===== config.mk =====
export PLATFORM = sky130hd
export DESIGN_NAME = traffic_density_sensor
export DESIGN_NICKNAME = d
export VERILOG_FILES = /design/src/rtl/traffic_density_sensor.sv
export SDC_FILE = /design/constraint.sdc
export NUM_CORES = 1
export LEC_CHECK = 0
export CAP_MARGIN = 20
export CORE_MARGIN = 2
export CORE_UTILIZATION = 50
export DETAILED_ROUTE_END_ITERATION = 10
export GPL_TIMING_DRIVEN = 0
export PLACE_DENSITY = 0.77
export SLEW_MARGIN = 20
export SYNTH_ARGS = -nofsm -noshare
export SYNTH_HDL_FRONTEND = slang
export SYNTH_SLANG_ARGS = --single-unit
export TNS_END_PERCENT = 30

===== constraint.sdc =====
create_clock -name clk -period 1.5 [get_ports clk]
set_clock_uncertainty 0.15 [all_clocks]
set_input_delay 0.375 -clock clk [delete_from_list [all_inputs] [get_ports clk]]
set_output_delay 0.375 -clock clk [all_outputs]
set_load 0.1 [all_outputs]

===== src/rtl/traffic_density_sensor.sv =====
// Loop-detector conditioner: synchronises and debounces the raw sensor, counts
// vehicle arrivals per fixed window and drives a hysteresis-filtered traffic flag.
module traffic_density_sensor #(
  parameter int WINDOW = 64,
  parameter int DEB    = 2,
  parameter int CNT_W  = 8,
  parameter int HI_TH  = 5,
  parameter int LO_TH  = 2
) (
  input  logic             clk,
  input  logic             rst_n,
  input  logic             sensor,
  input  logic             enable,
  output logic             traffic,
  output logic [CNT_W-1:0] vehicle_count,
  output logic             window_done
);

  localparam int TW = (WINDOW > 2) ? $clog2(WINDOW) : 1;
  localparam int DW = (DEB > 1) ? $clog2(DEB) : 1;

  localparam logic [TW-1:0]    TIMER_LAST = TW'(WINDOW - 1);
  localparam logic [DW-1:0]    DEB_LAST   = DW'(DEB - 1);
  localparam logic [CNT_W-1:0] HI_LVL     = CNT_W'(HI_TH);
  localparam logic [CNT_W-1:0] LO_LVL     = CNT_W'(LO_TH);
  localparam logic [CNT_W-1:0] ACC_MAX    = '1;

  localparam logic [1:0] IDLE  = 2'd0;
  localparam logic [1:0] COUNT = 2'd1;
  localparam logic [1:0] EVAL  = 2'd2;

  logic [1:0]       state;
  logic             s1, s2;
  logic             db, db_q;
  logic [DW-1:0]    deb_cnt;
  logic [TW-1:0]    timer;
  logic [CNT_W-1:0] acc;
  logic             vehicle;

  // Synchroniser and debouncer run continuously, independent of enable.
  always_ff @(posedge clk or negedge rst_n) begin
    if (!rst_n) begin
      s1      <= 1'b0;
      s2      <= 1'b0;
      db      <= 1'b0;
      db_q    <= 1'b0;
      deb_cnt <= '0;
    end else begin
      // NOTE: non-blocking assignments so s1->s2 forms a real two-flop chain
      // instead of collapsing into a single flop.
      s1   <= sensor;
      s2   <= s1;
      db_q <= db;
      if (s2 != db) begin
        if (deb_cnt == DEB_LAST) begin
          db      <= s2;
          deb_cnt <= '0;
        end else begin
          deb_cnt <= deb_cnt + DW'(1);
        end
      end else begin
        deb_cnt <= '0;
      end
    end
  end

  // One-cycle arrival strobe on the debounced rising edge.
  assign vehicle     = db & ~db_q;
  assign window_done = (state == EVAL);

  always_ff @(posedge clk or negedge rst_n) begin
    if (!rst_n) begin
      state         <= IDLE;
      timer         <= '0;
      acc           <= '0;
      traffic       <= 1'b0;
      vehicle_count <= '0;
    end else begin
      case (state)
        IDLE: begin
          timer <= '0;
          acc   <= '0;
          if (enable) state <= COUNT;
        end
        COUNT: begin
          if (!enable) begin
            state <= IDLE;
            timer <= '0;
            acc   <= '0;
          end else begin
            timer <= timer + TW'(1);
            if (vehicle && acc != ACC_MAX) acc <= acc + CNT_W'(1);
            if (timer == TIMER_LAST) state <= EVAL;
          end
        end
        EVAL: begin
          vehicle_count <= acc;
          if (acc >= HI_LVL)      traffic <= 1'b1;
          else if (acc <= LO_LVL) traffic <= 1'b0;
          // An arrival during evaluation belongs to the next window.
          acc   <= {{(CNT_W-1){1'b0}}, vehicle};
          timer <= '0;
          state <= enable ? COUNT : IDLE;
        end
        default: begin
          state <= IDLE;
          timer <= '0;
          acc   <= '0;
        end
      endcase
    end
  end

endmodule


==> metrics.txt <==
Cells after Synth 131; first drt pass iteration count 4; Reg2Reg Depth 5; FF-to-FF End acc[6]; sequential element share of the synthesized area 0.524; Max Cap Violations 0; critical path launch point type flop; layout cells sized above 1 0.377; count leader, synth dfrtp_1; vias 1103; Clk pwr share 0.184; Peak VDD IR 0.00142 V; Seq pwr share 0.358; Root Driver clkbuf_4; Min Hold Slack 0.228 ns; total die area 3310 µm²; Hold Crit Start s1; number of remaining DRC errors 0; CTS Buf Count 5; GRT Total Usage 0.210; Worst Hold Endpoint s2; placer congestion estimate 0.861; Least-Margin Pin Slew 0.648 ns; P_leak 0.880 nW; Routed Antenna Nets 0; I/O Pins 14; total gr overflow 0; kind of critical path reg -> out; detailed router's first-iteration violation count 36; final WL 3090 µm; Buffers on Ports 13; Sw Ratio 0.379; initial core utilization 0.524; antenna cells 0; Crit path arrival time 1.17 ns; worst r2r src state[1]; post-layout net count 171; dpl cell area 1660 µm²; row cnt 19; Seq cells post-synth 30; Final setup viols 18; largest cells by area after synthesis dfrtp_1, mux2_2, ha_1, nor2_1, nand3_1; largest net degree at the start of global routing 31; leading cell types by count after synthesis dfrtp_1, mux2_2, nor2_1; CTS sink cnt 30; Cell variety after synth 29; Net Switching 1.04 mW; Slew headroom 0.568; post-synthesis net count 144; max-slew violation count 0; hold path depth 0; chip width 57.6 µm; post-layout instance area 1950 µm²; Reg2Reg Setup Slack -0.17 ns; Fin. Hold Viols 0; Post-synth EDFFs 0; Yosys warnings 0; status finished with violations; Worst EP required 0.97 ns; TritonCTS clock tree done; first-pass GRT wire length 5290 µm; Layout area overhead 36.3%; H-tree depth 2; Top FF cell, synth dfrtp_1; power share of the combinational group 0.457; Via-to-Cell Ratio 5.81; antenna violations before repair 0; clock latency on the worst-skew pair 0.33 ns; Clock transition at path regs 0.09 ns; Tcrit/Tclk final 1.13; clock buffer depth 2; Yosys top cell area share 0.524; Fmax 0.591 GHz; WL/cell 16.2 µm; Final WS setup -0.192 ns; syn_area_per_cell 10.9 µm²; most area-hungry cell type in the Yosys netlist dfrtp_1; unrepaired setup endpoints after global routing yes; fin crit period 1.69 ns; vias in the first global route 1144; DIE HEIGHT 57.6 µm; post-synthesis cell area 1430 µm²; Crit Path Max Fanout 2; Critical Path End Type output port; Core ar. 2730 µm²; hold crit path type reg -> reg; pwr/cell area 1410 nW/µm²; violated checks negative setup slack; Int Power 1.71 mW; async set-reset flop share out of synthesis 1.00; Final HPWL DP 1890 µm
==> state kept, by name, indices dropped and copies added (netlist names), 2 cells and up <==
name	flops
acc	8
timer	6
vehicle_count	8
state	2
==> cell usage in the layout (no fill, tap or decap), types with 4 or more instances in the layout <==
cell,synthesis,routed
buf_4,0,6
dfrtp_1,30,27
ha_4,0,4
o21ai_1,4,5
nand3_1,8,7
nand2_1,10,9
a21oi_1,5,5
ha_1,9,5
o21ai_2,0,4
buf_6,0,5
clkbuf_4,0,5
mux2_4,0,9
nor2_1,11,11
==> through the flow <==
step / utilization / power, mW / cells / setup TNS, ns / setup slack (ns)
finish: 0.715 / 2.76 / 190 / -1.25 / -0.192
global placement: 0.611 / 1.83 / 175 / -25.84 / -0.806
global route: 0.715 / 2.91 / 190 / -2.20 / -0.241
CTS: 0.686 / 2.68 / 190 / -1.22 / -0.203
floorplan: - / 1.67 / 131 / -1.66 / -0.124
detailed placement: 0.609 / 1.88 / 175 / -10.01 / -0.826
==> worst max-delay path by stage <==
stage	from	endpoint	slack (ns)	cells after the start
global route	state[0]	window_done	-0.24	3
floorplan	state[0]	vehicle_count[0]	-0.12	4
finish	state[0]	window_done	-0.19	3
global placement	state[0]	window_done	-0.81	3
CTS	state[0]	window_done	-0.20	3
detailed placement	state[0]	window_done	-0.83	3
==> worst max-delay path: stages (launching register included) <==
cell and delay, ns:
dfrtp_1 0.41, inv_2 0.10, ha_4 0.16, buf_12 0.17
==> logic make-up (layout without fill, tap and decap cells) <==
kind of cell / count (synthesis) / after routing / share of synthesized area
multiplexers: 11 / 11 / 0.0864
XOR/XNOR: 5 / 5 / 0.0305
AO/OA/AOI/OAI: 24 / 24 / 0.110
buffers and inverters: 10 / 38 / 0.0262
flip-flops: 30 / 30 / 0.524
adder cells (fa/ha/maj): 9 / 9 / 0.0785
AND/OR/NAND/NOR: 42 / 42 / 0.145
==> power groups by stage <==
stage               registers [mW]  clock network, mW  logic (mW)
global route                  1.00              0.558        1.35
finish                       0.989              0.508        1.26
floorplan                     1.06                  0       0.614
global placement             0.992                  0       0.840
detailed placement            1.01                  0       0.872
CTS                          0.977              0.514        1.19
==> per-layer routing <==
metal	wire length, µm	vias up	global-route usage
met3	93	7	0.0499
met1	1290	558	0.260
li1	-	516	-
met4	48	0	0.0764
met5	0	-	0
met2	1660	22	0.356
==> repair_timing <==
| action | 4_1_cts | 5_1_grt |
|---|---|---|
| buffers inserted | 6 | 0 |
| endpoints found under the setup margin | 26 | 24 |
| hold buffers | 1 | 0 |
| hold endpoints to repair | 30 | 0 |
| gates cloned | 0 | 0 |
| gates resized for setup | 96 | 18 |
| pin swaps | 4 | 4 |
==> final cells by class <==
cell class / instances / area (µm²)
multi-input cells: 91 / 792
fillers: 188 / 779
flip-flops and latches: 30 / 754
repair buffers: 20 / 226
clock buffers: 7 / 55.1
plain buffers: 3 / 53.8
well taps: 31 / 38.8
inverters: 7 / 28.8
clock inverters: 1 / 5.00
Power figures use the tool's default switching activity.
